## src/rtl/pmd_ioctl_upload.sv

```systemverilog
// HPS save-direction responder for the PMD85 ioctl channel: requests an upload and
// streams a memory window out on ioctl_din, one byte per ioctl_rd, via a req/ack arbiter port.
module pmd_ioctl_upload #(
    parameter int                ADDR_W       = 16,
    parameter logic [ADDR_W-1:0] BASE         = '0,
    parameter int                SIZE         = 32768,
    parameter logic [7:0]        UPLOAD_INDEX = 8'd1
) (
    input  logic              clk_sys,
    input  logic              reset_n,
    input  logic              save_trig,
    output logic              ioctl_upload_req,
    input  logic              ioctl_upload,
    input  logic [7:0]        ioctl_index,
    input  logic              ioctl_rd,
    output logic [7:0]        ioctl_din,
    output logic              mem_req,
    output logic [ADDR_W-1:0] mem_addr,
    input  logic              mem_ack,
    input  logic [7:0]        mem_data,
    output logic              busy,
    output logic              overrun
);

    typedef enum logic [2:0] {
        ST_IDLE,
        ST_REQ,
        ST_FETCH,
        ST_READY,
        ST_DONE
    } state_e;

    // Terminal count: the counter value after the last byte has been consumed.
    localparam logic [ADDR_W:0] LAST_CNT = (ADDR_W+1)'(SIZE);
    localparam logic [ADDR_W:0] CNT_ONE  = {{ADDR_W{1'b0}}, 1'b1};

    state_e            state_q, state_d;
    logic [ADDR_W:0]   cnt_q, cnt_d;
    logic [7:0]        din_q, din_d;
    logic              overrun_q, overrun_d;
    logic              active;
    logic [ADDR_W:0]   cnt_inc;

    assign active  = ioctl_upload && (ioctl_index == UPLOAD_INDEX);
    assign cnt_inc = cnt_q + CNT_ONE;

    // NOTE: async reset in the sensitivity list and <= for every state register so all
    // flops update together on the edge regardless of statement order.
    always_ff @(posedge clk_sys or negedge reset_n) begin
        if (!reset_n) begin
            state_q   <= ST_IDLE;
            cnt_q     <= '0;
            din_q     <= 8'hFF;
            overrun_q <= 1'b0;
        end else begin
            state_q   <= state_d;
            cnt_q     <= cnt_d;
            din_q     <= din_d;
            overrun_q <= overrun_d;
        end
    end

    // NOTE: every next-state signal gets its hold value first so no path leaves one
    // unassigned, which would otherwise infer a latch.
    always_comb begin
        state_d   = state_q;
        cnt_d     = cnt_q;
        din_d     = din_q;
        overrun_d = overrun_q;
        case (state_q)
            ST_IDLE: begin
                if (save_trig) begin
                    state_d   = ST_REQ;
                    cnt_d     = '0;
                    overrun_d = 1'b0;
                end
            end
            ST_REQ: begin
                if (active) begin
                    state_d = ST_FETCH;
                end
            end
            ST_FETCH: begin
                // Losing the transfer wins over a same-cycle ack; that data is dropped.
                if (!active) begin
                    state_d = ST_IDLE;
                end else begin
                    if (ioctl_rd) begin
                        overrun_d = 1'b1;
                    end
                    if (mem_ack) begin
                        din_d   = mem_data;
                        state_d = ST_READY;
                    end
                end
            end
            ST_READY: begin
                if (!active) begin
                    state_d = ST_IDLE;
                end else if (ioctl_rd) begin
                    cnt_d = cnt_inc;
                    if (cnt_inc == LAST_CNT) begin
                        din_d   = 8'hFF;
                        state_d = ST_DONE;
                    end else begin
                        state_d = ST_FETCH;
                    end
                end
            end
            ST_DONE: begin
                din_d = 8'hFF;
                if (!active) begin
                    state_d = ST_IDLE;
                end
            end
            default: begin
                state_d = ST_IDLE;
            end
        endcase
    end

    // Request lines decode straight from the state register, so leaving FETCH drops mem_req on that edge.
    assign ioctl_upload_req = (state_q == ST_REQ);
    assign mem_req          = (state_q == ST_FETCH);
    assign mem_addr         = BASE + cnt_q[ADDR_W-1:0];
    assign ioctl_din        = din_q;
    assign busy             = (state_q != ST_IDLE);
    assign overrun          = overrun_q;

endmodule

```

## config.mk

```make
export PLATFORM = sky130hd
export DESIGN_NAME = pmd_ioctl_upload
export DESIGN_NICKNAME = d
export VERILOG_FILES = /design/src/rtl/pmd_ioctl_upload.sv
export SDC_FILE = /design/constraint.sdc
export NUM_CORES = 1
export LEC_CHECK = 0
export ABC_CLOCK_PERIOD_IN_PS = 2200
export BUFFER_PORTS_ARGS = -buffer_cell sky130_fd_sc_hd__clkbuf_2
export CORE_AREA = 4 4 72 74
export CTS_BUF_LIST = sky130_fd_sc_hd__clkbuf_16
export DETAILED_ROUTE_END_ITERATION = 7
export DIE_AREA = 0 0 76 78
export GPL_ROUTABILITY_DRIVEN = 0
export GPL_TIMING_DRIVEN = 0
export PLACE_DENSITY = 0.68
export SYNTH_ARGS = -nofsm -noshare
export SYNTH_HDL_FRONTEND = slang
export SYNTH_SLANG_ARGS = --single-unit
```

## constraint.sdc

```tcl
create_clock -name clk_sys -period 2.2 [get_ports clk_sys]
set_input_delay 0.22 -clock clk_sys [delete_from_list [all_inputs] [get_ports clk_sys]]
set_output_delay 0.22 -clock clk_sys [all_outputs]
set_load 0.005 [all_outputs]
```

=== Word level (Yosys, flattened, before mapping) ===
Cells that the tools add are included.

* Register bits after elaboration: 29
* Input bits: 22
* Output and inout bits: 28

* Add/subtract/negate cells: 1
* Eq/ne operators: 17
* Muxes and demuxes: 23
* Reductions and logical operators: 10

{| class="wikitable"
|+ Operators with widths
! cell !! count
|-
| 2-to-1 mux 17 bit || 3
|-
| 2-to-1 mux 8 bit || 5
|-
| case mux 17 bit (2 select lines) || 1
|-
| 2-to-1 mux 3 bit || 8
|-
| case mux 8 bit (3 select lines) || 1
|-
| adder 17 x 1 -> 17 bit (second input constant) || 1
|-
| == test 17 x 16 -> 1 bit (second input constant) || 1
|-
| case mux 3 bit (5 select lines) || 1
|-
| inequality test 2 bit (second input constant) || 6
|-
| == test 8 x 1 -> 1 bit (second input constant) || 1
|-
| AND reduction 4 bit || 2
|-
| == test 3 x 2 -> 1 bit (second input constant) || 2
|-
| inequality test 2 x 1 -> 1 bit (second input constant) || 3
|-
| inequality test 3 bit (second input constant) || 2
|-
| AND reduction 6 bit || 1
|-
| nonzero test 3 bit || 2
|-
| AND reduction 5 bit || 1
|-
| nonzero test 2 bit || 2
|-
| == test 3 x 1 -> 1 bit (second input constant) || 1
|-
| == test 3 bit (second input constant) || 1
|-
| zero test 3 bit || 1
|-
| 2-to-1 mux 1 bit || 3
|-
| case mux 1 bit (2 select lines) || 1
|-
| logical AND 1 bit || 1
|}

=== Longest topological paths before layout ===
Gate-level depths: netlist of the first run.

* Depth after elaboration: 6
* Depth in mapped cells: 7
* Mapped depth without buffers: 7

=== Worst setup path before layout of the first run ===
OpenSTA, ideal clock, no wires.

* Path kind: flip-flop to flip-flop
* Start: register cnt_q[0]
* End: register din_q[0], in the netlist ioctl_din[0]
* Setup time: 0.073 ns
* Arrival time: 1.921 ns
* Data required time: 2.127 ns
* Setup slack: 0.206 ns
* Cell stages (with the launch flop): 8
* Cell sequence: dfrtp_1 > ha_1 > nand4_4 > nor4_4 > mux2i_1 > nor4_2 > nand2_2 > a21oi_1

* Word-level cells in the longest chain between the ends: 4

{| class="wikitable"
|+ Ends and longest elaborated chain
! what !! line !! RTL
|-
| from (decl) || 38 || <nowiki>logic [ADDR_W:0] cnt_q, cnt_d;</nowiki>
|-
| from (signal assigned) || 57 || <nowiki>cnt_q <= cnt_d;</nowiki>
|-
| adder 17 x 1 -> 17 bit || 45 || <nowiki>assign cnt_inc = cnt_q + CNT_ONE;</nowiki>
|-
| == test 17 x 16 -> 1 bit || 102 || <nowiki>if (cnt_inc == LAST_CNT) begin</nowiki>
|-
| inequality test 2 bit (no line) || n/a ||
|-
| AND reduction 6 bit (no line) || n/a ||
|-
| to (signal assigned) || 58 || <nowiki>din_q <= din_d;</nowiki>
|-
| to (decl) || 39 || <nowiki>logic [7:0] din_q, din_d;</nowiki>
|}

Every way passes these cells.
A chain may end at the register's enable or synchronous reset.

=== Worst setup path in the final report of the first run ===
* Start: register cnt_q[11]
* End: register din_q[7], in the netlist ioctl_din[7]

The elaborated chain is that of the path after synthesis.

==> results of run 1 <==
## final timing paths
path                              from            to  slack (ns)  cells after the start
max reg2reg                  cnt_q[11]  ioctl_din[7]        0.13                      7
max                          cnt_q[11]  ioctl_din[7]        0.13                      7
max in group asynchronous      reset_n      cnt_q[1]        1.68                      1
min reg2reg                    overrun       overrun        0.50                      1
min in group clk_sys       mem_data[3]  ioctl_din[3]        0.18                      3
min                            reset_n      cnt_q[8]      -0.003                      1
## cell families (layout without fill, tap and decap cells)
group	count (synthesis)	in the layout	share of synthesized area
AND/OR/NAND/NOR	95	95	0.278
AO/OA/AOI/OAI	68	68	0.215
buffers and inverters	34	93	0.0969
flip-flops	29	29	0.365
multiplexers	5	5	0.0255
XOR/XNOR	3	3	0.0130
adder cells (fa/ha/maj)	1	1	0.00621
## layer usage
layer,GRT usage,share of wire,vias up
met3,0.0325,0.061,8
met4,0.0783,0.020,0
met5,0,0,-
met1,0.235,0.43,943
met2,0.299,0.49,72
li1,-,-,971
## through the flow
stage                     cell area (sq um)  total power [W]
after floorplan                        2010         0.000551
after global placement                 2330         0.000583
after detailed placement               2330         0.000583
after CTS                              2540          0.00148
after global routing                   2600          0.00151
final                                  2600          0.00146
## Yosys cell counts (all sizes together)
cell / number
xnor2: 3
a32oi: 1
and3: 2
dfrtp: 21
nor3: 6
nand4b: 2
mux2i: 4
or3: 5
o21ai: 24
dfstp: 8
a211o: 1
nor4: 5
or2: 2
nand2b: 4
and2: 6
nand4: 9
o41ai: 4
clkbuf: 8
a21o: 1
nor2: 23
nand2: 17
and4: 2
inv: 4
mux2: 1
a2bb2oi: 1
nand3: 6
a32o: 1
nand3b: 1
nor3b: 2
nor2b: 3
a211oi: 1
o2bb2ai: 1
o31ai: 6
o32ai: 8
a31oi: 2
ha: 1
buf: 22
a21oi: 17
## final cells by class
| class | count | share of cell area |
|---|---|---|
| buffer | 29 | 0.0678 |
| tap | 54 | 0.0260 |
| multi-input combinational | 172 | 0.441 |
| timing repair buffer | 52 | 0.103 |
| sequential | 29 | 0.284 |
| clock buffer | 5 | 0.0481 |
| inverter | 4 | 0.00577 |
| clock inverter | 3 | 0.0250 |
## report_power, final
group	switching (W)	internal, W	total, W	leakage, nW
Clock	0.000241	0.000646	0.000887	0.0938
Combinational	0.0000204	0.0000174	0.0000378	0.739
Sequential	0.000000317	0.000535	0.000536	0.367
Total	0.000262	0.00120	0.00146	1.20
## sequential cells by signal, indices dropped and copies added (netlist names)
signal / count
ioctl_din: 8
cnt_q: 17
state_q: 3
overrun: 1
## critical path: cells and delay by family (launching register included)
kind / cells / cell delay [ns]
simple gates: 4 / 1.10
mux: 1 / 0.17
buf+inv: 1 / 0.20
flops: 1 / 0.35
compound gates: 1 / 0.18
## what timing repair did
action | CTS | global route
setup buffers | 0 | 3
setup endpoints to repair | 10 | 10
pin swaps | 0 | 1
gates resized for setup | 6 | 6
==> results.tsv, run 1 <==
stage	metric	value	unit
synth	Yosys top cell area share	0.261	
finish	ANT cells	0	
placement	Port Buffers	49	
setup_path	Critical Path RT	2.40	ns
clocking	Clk Latency, worst-skew pair	0.28	ns
pwr	pwr/cell area	561	mW/mm^2
clocking	clock sink total	29	
synth	syn avg cell area	8.57	sq um
setup_path	crit-path cells	buf_2 -> nand4_1 -> nor4_4 -> mux2i_1 -> nor4_2 -> nand2_2 -> a21oi_1	
route	DRC errors left	0	
clocking	total CTS buffers	5	
finish	Final Util	0.566	
timing	Setup TNS	0	ns
floorplanning	Core Region	0.00460	sq mm
timing	final worst slack	0.127	ns
floorplanning	Starting Density	0.438	
setup_path	crit-path max FO	8	
route	DR vias	1994	
route	final wirelength	5210	microns
clocking	buffer depth of the longest clock path	2	
global_routing	initial antenna violation count	0	
timing	Final setup viols	0	
global_routing	gr usage total	0.183	
finish	# nets final	316	
floorplanning	Total Die Area	0.00593	sq mm
global_routing	first-pass GRT wire length	8980	microns
setup_path	Critical Path Sink Type	register	
setup_path	Setup Crit Path Kind	register to register	
timing	Final Max Tran Viols	0	
global_routing	largest net degree at the start of global routing	30	
route	Vias/cell	5.73	
synth	mapped cell area	0.00201	sq mm
route	TritonRoute pass-1 iters	4	
timing	Hold WS	-0.00287	ns
pwr	leakage power	1.20	nW
timing	final worst path period share	0.942	
setup_path	CP max stage delay	0.35	ns
clocking	CTS tree	yes	
route	Final ANT Viol Nets	0	
synth	synth warn	0	
synth	Synth Instances	235	
timing	crit path time final	2.07	ns
timing	Final Hold Viols	4	
synth	syn_nets	258	
flow_run	max-cap viol count	0	
floorplanning	Vert. Die Dim	78	microns
synth	register area share after synthesis	0.365	
placement	placed insts	338	
floorplanning	row cnt	25	
finish	footprint of the multi-input gates	0.00115	sq mm
finish	Area Overhead vs Synth	29.2	%
finish	register area	738	sq um
global_routing	number of global-route vias before repair	1923	
clocking	H-tree depth	2	
clocking	clk root buf	clkbuf_16	
floorplanning	I/O pins	50	
synth	synth unique cells	49	
placement	Detailed Place HPWL	3530	microns
setup_path	nature of the critical path startpoint	register	
setup_path	worst-path cell with the longest stage delay	dfrtp_1	
timing	RSZ-0062 raised after global routing	true	
clocking	clock-pin slew on the worst setup and hold paths	0.05	ns
pwr	highest ir drop seen on vdd	0.494	mV
floorplanning	Die Wd	76	microns
setup_path	Crit path arrival time	2.28	ns
finish	Finished Layout Cells	348	
run_status	status	finished with violations	
route	DRT iter0 DRCs	140	
finish	FILL cells	432	
route	WL per Instance	15.0	microns
clocking	Hold Buf Count CTS	0	
synth	Yosys reg bits	29	
finish	share of layout cells above drive strength 1	0.371	
timing	Final Skew	0.00597	ns
timing	achievable frequency	482	MHz
global_routing	GR Overflow Total	0	
run_status	failing checks	negative hold slack	
finish	commonest non-fill, non-tap cells in the layout	clkbuf_2 (50), o21ai_0 (24), nor2_1 (22)	
synth	largest area contributor in the netlist	dfrtp_1	
finish	commonest non-fill, non-tap cell in the layout	clkbuf_2	
timing	Tightest Pin Transition	0.864	ns
synth	synth top area cells	dfrtp_1 (26%), dfstp_2 (10%), o21ai_0 (6.0%)	
placement	Setup WS pre-CTS	-0.163	ns
timing	Max-slew headroom	0.419	
min_path	HP Class	input pin to asynchronous set/reset pin	
(Power assumes the default switching activity.)
==> run 2: changes to the inputs <==
--- a/config.mk
+++ b/config.mk
@@ -7,13 +7,12 @@
 export LEC_CHECK = 0
 export ABC_CLOCK_PERIOD_IN_PS = 2200
 export BUFFER_PORTS_ARGS = -buffer_cell sky130_fd_sc_hd__clkbuf_2
-export CORE_AREA = 4 4 72 74
+export CORE_AREA = 4 4 81 83
 export CTS_BUF_LIST = sky130_fd_sc_hd__clkbuf_16
 export DETAILED_ROUTE_END_ITERATION = 7
-export DIE_AREA = 0 0 76 78
+export DIE_AREA = 0 0 85 87
 export GPL_ROUTABILITY_DRIVEN = 0
 export GPL_TIMING_DRIVEN = 0
-export PLACE_DENSITY = 0.68
 export SYNTH_ARGS = -nofsm -noshare
 export SYNTH_HDL_FRONTEND = slang
 export SYNTH_SLANG_ARGS = --single-unit
==> run 2 against run 1 <==
Compared with the run above: first-iteration DRC count fell by 16%; global-route usage fell by 2.9 points; clock skew fell by 0.0023 ns; via count fell by 1.9%; maximum frequency rose by 0.21%; register-to-register slack barely moved; the run still ends with negative hold slack left; die area rose by 25%.
==> results.tsv, run 2 (synthesis gave the netlist of run 1 again) <==
stage	metric	value	unit	change
run_status	status	finished with violations		
run_status	failing checks	negative hold slack		
route	DRT iter0 DRCs	118		-16%
global_routing	number of global-route vias before repair	1892		-1.6%
placement	Setup WS pre-CTS	-0.154	ns	+0.00867 ns
setup_path	Setup Crit Path Kind	register to register		
timing	Final Skew	0.00370	ns	-0.00227 ns
global_routing	gr usage total	0.154		-0.0288
route	DRC errors left	0		unchanged
route	Final ANT Viol Nets	0		unchanged
route	DR vias	1957		-1.9%
setup_path	nature of the critical path startpoint	register		
finish	share of layout cells above drive strength 1	0.384		+0.0131
pwr	leakage power	1.21	nW	+1.1%
floorplanning	Starting Density	0.344		-0.0938
pwr	pwr/cell area	521	mW/mm^2	-7.2%
finish	Area Overhead vs Synth	31.3	%	
global_routing	largest net degree at the start of global routing	30		unchanged
timing	final worst slack	0.131	ns	+0.00437 ns
global_routing	GR Overflow Total	0		unchanged
timing	Final Hold Viols	9		+5
finish	commonest non-fill, non-tap cell in the layout	clkbuf_2		
clocking	clk root buf	clkbuf_16		
flow_run	max-cap viol count	0		unchanged
min_path	HP Class	input pin to asynchronous set/reset pin		
timing	Hold WS	-0.0130	ns	-0.0101 ns
timing	achievable frequency	483	MHz	+0.21%
clocking	CTS tree	yes		
clocking	total CTS buffers	5		unchanged
finish	commonest non-fill, non-tap cells in the layout	clkbuf_2 (50), o21ai_0 (24), nor2_1 (22), buf_4 (22), dfrtp_1 (19)		
pwr	highest ir drop seen on vdd	0.366	mV	-26%
clocking	H-tree depth	2		unchanged
setup_path	Critical Path Sink Type	register		
global_routing	first-pass GRT wire length	9150	microns	+1.9%
finish	max FFs per register	17		unchanged
route	TritonRoute pass-1 iters	4		unchanged
floorplanning	Die Wd	85	microns	+12%
placement	Port Buffers	49		unchanged
clocking	clock-pin slew on the worst setup and hold paths	0.06	ns	about the same
route	final wirelength	5360	microns	+2.9%
floorplanning	Total Die Area	0.00740	sq mm	+25%
timing	Max-slew headroom	0.391		-0.0284
timing	Setup TNS	0	ns	unchanged
floorplanning	Vert. Die Dim	87	microns	+12%
setup_path	Crit path arrival time	2.27	ns	about the same
timing	Final setup viols	0		unchanged
global_routing	initial antenna violation count	0		unchanged
setup_path	Critical Path RT	2.40	ns	about the same
finish	# nets final	319		+0.95%
clocking	buffer depth of the longest clock path	2		unchanged
timing	Tightest Pin Transition	0.907	ns	+0.0423 ns
clocking	clock sink total	29		unchanged
finish	most flop-heavy register	cnt_q		
timing	crit path time final	2.07	ns	-0.00437 ns
timing	final worst path period share	0.940		-0.00199
placement	Detailed Place HPWL	3720	microns	+5.3%
clocking	Clk Latency, worst-skew pair	0.28	ns	about the same
setup_path	crit-path max FO	10		+2
finish	ANT cells	0		unchanged
timing	Final Max Tran Viols	0		unchanged
floorplanning	Core Region	0.00585	sq mm	+27%
route	Vias/cell	5.26		-8.2%
floorplanning	row cnt	28		+12%
floorplanning	I/O pins	50		unchanged
route	WL per Instance	14.4	microns	-3.7%
run 2: through the flow:
step           utilization  cells  total power [W]  area (sq um)  hold slack, ns
2_1_floorplan            -    235         0.000551          2010         -0.0756
3_3_place_gp         0.402    359         0.000583          2350           0.332
3_5_place_dp         0.402    359         0.000584          2350           0.331
4_1_cts              0.434    366          0.00139          2540          0.0320
5_1_grt              0.452    372          0.00142          2650          0.0840
6_report             0.452    372          0.00138          2650         -0.0130
run 2: where the power goes:
part           internal (W)  switching [W]   total, W
logic             0.0000174      0.0000205  0.0000379
registers          0.000535    0.000000336   0.000535
clock network      0.000535       0.000269   0.000805
run 2: path summary, 6_finish.rpt:
check	startpoint	slack (ns)	end	depth (start not counted)
max	cnt_q[9]	0.13	state_q[2]	8
min	reset_n	-0.01	cnt_q[11]	1
max reg2reg	cnt_q[9]	0.13	state_q[2]	8
min reg2reg	overrun	0.51	overrun	1
max in group asynchronous	reset_n	1.69	cnt_q[0]	1
min in group clk_sys	mem_data[3]	0.17	ioctl_din[3]	3
run 2: per-layer routing:
layer  track usage  vias up  share of wire
met5             0        -              0
met4        0.0432        0          0.011
met3        0.0341        7          0.045
met2         0.244       46           0.48
met1         0.211      925           0.47
li1              -      979              -
run 2: critical path: stages, from the launching register on:
cell       delay [ns]
dfrtp_1          0.34
clkbuf_4         0.19
nand4_1          0.20
buf_4            0.21
nor4_4           0.31
mux2i_2          0.14
nor4_2           0.38
nand2_1          0.09
o2bb2ai_1        0.12
run 2: final cells by class:
class	instances	area [sq um]
Buffer	29	179
Clock buffer	5	125
Clock inverter	3	46.3
Fill cell	594	3210
Inverter	4	15.0
Multi-Input combinational cell	172	1160
Sequential cell	29	738
Tap cell	75	93.8
Timing Repair Buffer	55	290
run 2: timing repair:
action | CTS | global route
hold buffers | 0 | 0
buffers inserted | 0 | 6
setup endpoints to repair | 10 | 10
resized for setup | 4 | 12
pin swaps | 1 | 4
==> run 3: changes to the inputs <==
--- a/config.mk
+++ b/config.mk
@@ -8,7 +8,7 @@
 export ABC_CLOCK_PERIOD_IN_PS = 2200
 export BUFFER_PORTS_ARGS = -buffer_cell sky130_fd_sc_hd__clkbuf_2
 export CORE_AREA = 4 4 81 83
-export CTS_BUF_LIST = sky130_fd_sc_hd__clkbuf_16
+export CTS_BUF_LIST = sky130_fd_sc_hd__clkbuf_4
 export DETAILED_ROUTE_END_ITERATION = 7
 export DIE_AREA = 0 0 85 87
 export GPL_ROUTABILITY_DRIVEN = 0
==> run 3 against run 2 <==
Compared with the run above: the flow now finishes without violations; worst setup slack gained 0.063 ns; power shrank 24%; wire length shrank 2.8%; cell area shrank 4.2%; non-clock buffer count shrank 2; clock skew grew 0.0096 ns; clock-buffer cell count is the same; largest cell class unchanged.
==> results.tsv, run 3 (synthesis gave the netlist of run 1 again) <==
stage	metric	value	unit	change
timing	Final Max Tran Viols	0		unchanged
timing	RSZ-0062 raised after global routing	false		
global_routing	first-pass GRT wire length	9050	microns	-1.1%
setup_path	Crit path arrival time	2.29	ns	+0.02 ns
global_routing	number of global-route vias before repair	1868		-1.3%
finish	Area Overhead vs Synth	25.8	%	
route	final wirelength	5210	microns	-2.8%
timing	achievable frequency	499	MHz	+3.2%
global_routing	gr usage total	0.152		-0.00159
clocking	clock-pin slew on the worst setup and hold paths	0.11	ns	+0.05 ns
finish	commonest non-fill, non-tap cells in the layout	clkbuf_2 (50), o21ai_0 (24), nor2_1 (22)		
clocking	H-tree depth	2		unchanged
route	DRT iter0 DRCs	155		+31%
finish	share of layout cells above drive strength 1	0.369		-0.0143
finish	commonest non-fill, non-tap cell in the layout	clkbuf_2		
pwr	leakage power	1.16	nW	-4.0%
pwr	clock share of power	0.450		-0.134
finish	max FFs per register	17		unchanged
floorplanning	Die Wd	85	microns	unchanged
timing	crit path time final	2.01	ns	-0.0634 ns
global_routing	GR Overflow Total	0		unchanged
timing	final worst path period share	0.912		-0.0288
route	DR vias	1916		-2.1%
route	TritonRoute pass-1 iters	4		unchanged
setup_path	RR Startpoint	cnt_q[0]		
clocking	Clk Latency, worst-skew pair	0.35	ns	+0.07 ns
pwr	pwr/cell area	412	mW/mm^2	-21%
finish	ANT cells	0		unchanged
floorplanning	Total Die Area	0.00740	sq mm	unchanged
finish	most flop-heavy register	cnt_q		
timing	Max-slew headroom	0.377		-0.0142
clocking	total CTS buffers	5		unchanged
setup_path	nature of the critical path startpoint	register		
placement	placed insts	359		unchanged
route	Final ANT Viol Nets	0		unchanged
finish	Final Util	0.433		-0.0188
global_routing	largest net degree at the start of global routing	30		unchanged
setup_path	Critical Path RT	2.49	ns	+0.09 ns
route	DRC errors left	0		unchanged
timing	Final setup viols	0		unchanged
flow_run	max-cap viol count	0		unchanged
setup_path	crit-path max FO	8		-2
min_path	HP Class	input pin to register		
floorplanning	Vert. Die Dim	87	microns	unchanged
timing	Final Skew	0.0133	ns	+0.00965 ns
setup_path	Critical Path Sink Type	register		
clocking	CTS tree	yes		
global_routing	initial antenna violation count	0		unchanged
pwr	share of total power in combinational logic	0.038		+0.010
clocking	clk root buf	clkbuf_4		
finish	# nets final	317		-0.63%
clocking	clock sink total	29		unchanged
pwr	Reg power frac	0.512		+0.124
floorplanning	Core Region	0.00585	sq mm	unchanged
pwr	highest ir drop seen on vdd	0.243	mV	-34%
pwr	Power Internal	0.000793	W	-27%
route	WL per Instance	14.1	microns	-2.3%
setup_path	CP Launch Point	cnt_q[0]		
placement	Port Buffers	49		unchanged
floorplanning	row cnt	28		unchanged
run_status	status	finished, final reports clean		
pwr	Switching Share	0.241		+0.0301
timing	Final Hold Viols	0		-9
min_path	Worst Min Path Start	mem_data[4]		
floorplanning	Starting Density	0.344		unchanged
route	Vias/cell	5.18		-1.6%
pwr	Psw	0.000251	W	-13%
finish	Finished Layout Cells	370		-0.54%
clocking	buffer depth of the longest clock path	2		unchanged
setup_path	Setup Crit Path Kind	register to register		
floorplanning	I/O pins	50		unchanged
timing	Tightest Pin Transition	0.928	ns	+0.0212 ns
placement	Detailed Place HPWL	3720	microns	unchanged
run 3: changes by cell type in the layout (fill, tap and decap cells not counted):
cell           before  now
clkbuf_16           5    0
clkbuf_4            1    5
buf_4              22   19
a21oi_1            15   16
a21oi_2             2    1
buf_2               4    5
dlygate4sd3_1       0    1
mux2i_1             3    4
mux2i_2             1    0
run 3: layout make-up:
cell class / count / area [sq um]
clock inverters: 3 / 46.3
well taps: 75 / 93.8
multi-input cells: 172 / 1150
repair buffers: 53 / 278
fillers: 601 / 3320
flip-flops and latches: 29 / 738
clock buffers: 5 / 37.5
inverters: 4 / 15.0
plain buffers: 29 / 176
run 3: what timing repair did:
item	4_1_cts	5_1_grt
pin swaps	1	4
gates resized for setup	5	8
setup buffers	0	3
endpoints found under the hold margin	21	0
setup endpoints to repair	10	8
hold buffers	1	0
run 3: critical path, cell delays in order (launching register included):
cell	delay, ns
dfrtp_2	0.48
ha_4	0.21
nand4_4	0.14
nor2_4	0.24
a32oi_1	0.18
nor4_2	0.33
nand2_2	0.19
a21oi_1	0.17
run 3: stage by stage:
stage          setup slack, ns  setup TNS (ns)  hold WS [ns]  power [W]  cell area (sq um)
6_report                 0.194               0        0.0916    0.00104               2530
3_5_place_dp            -0.154           -1.38         0.331   0.000584               2350
5_1_grt                 0.0297               0        0.0781    0.00109               2530
2_1_floorplan            0.206               0       -0.0756   0.000551               2010
4_1_cts                 0.0397               0        0.0814    0.00106               2460
3_3_place_gp            -0.141           -1.30         0.332   0.000583               2350
run 3: layer usage:
layer / GRT usage / part of all wire / vias up
met2: 0.237 / 0.46 / 52
met5: 0 / 0 / -
li1: - / - / 975
met4: 0.0475 / 0.012 / 0
met1: 0.211 / 0.47 / 883
met3: 0.0331 / 0.050 / 6
run 3: worst paths after layout:
path / to / slack (ns) / cells past startpoint
max reg2reg: ioctl_din[5] / 0.19 / 7
max: ioctl_din[5] / 0.19 / 7
min reg2reg: overrun / 0.52 / 1
max in group asynchronous: cnt_q[1] / 1.20 / 2
min in group asynchronous: cnt_q[13] / 0.46 / 2
min: ioctl_din[4] / 0.09 / 3
run 3: power groups by stage:
stage / sequential [W] / combinational [W] / clock (W)
finish: 0.000534 / 0.0000395 / 0.000471
global placement: 0.000544 / 0.0000394 / 0
floorplan: 0.000544 / 0.00000695 / 0
global route: 0.000535 / 0.0000459 / 0.000509
CTS: 0.000534 / 0.0000409 / 0.000480
detailed placement: 0.000544 / 0.0000395 / 0
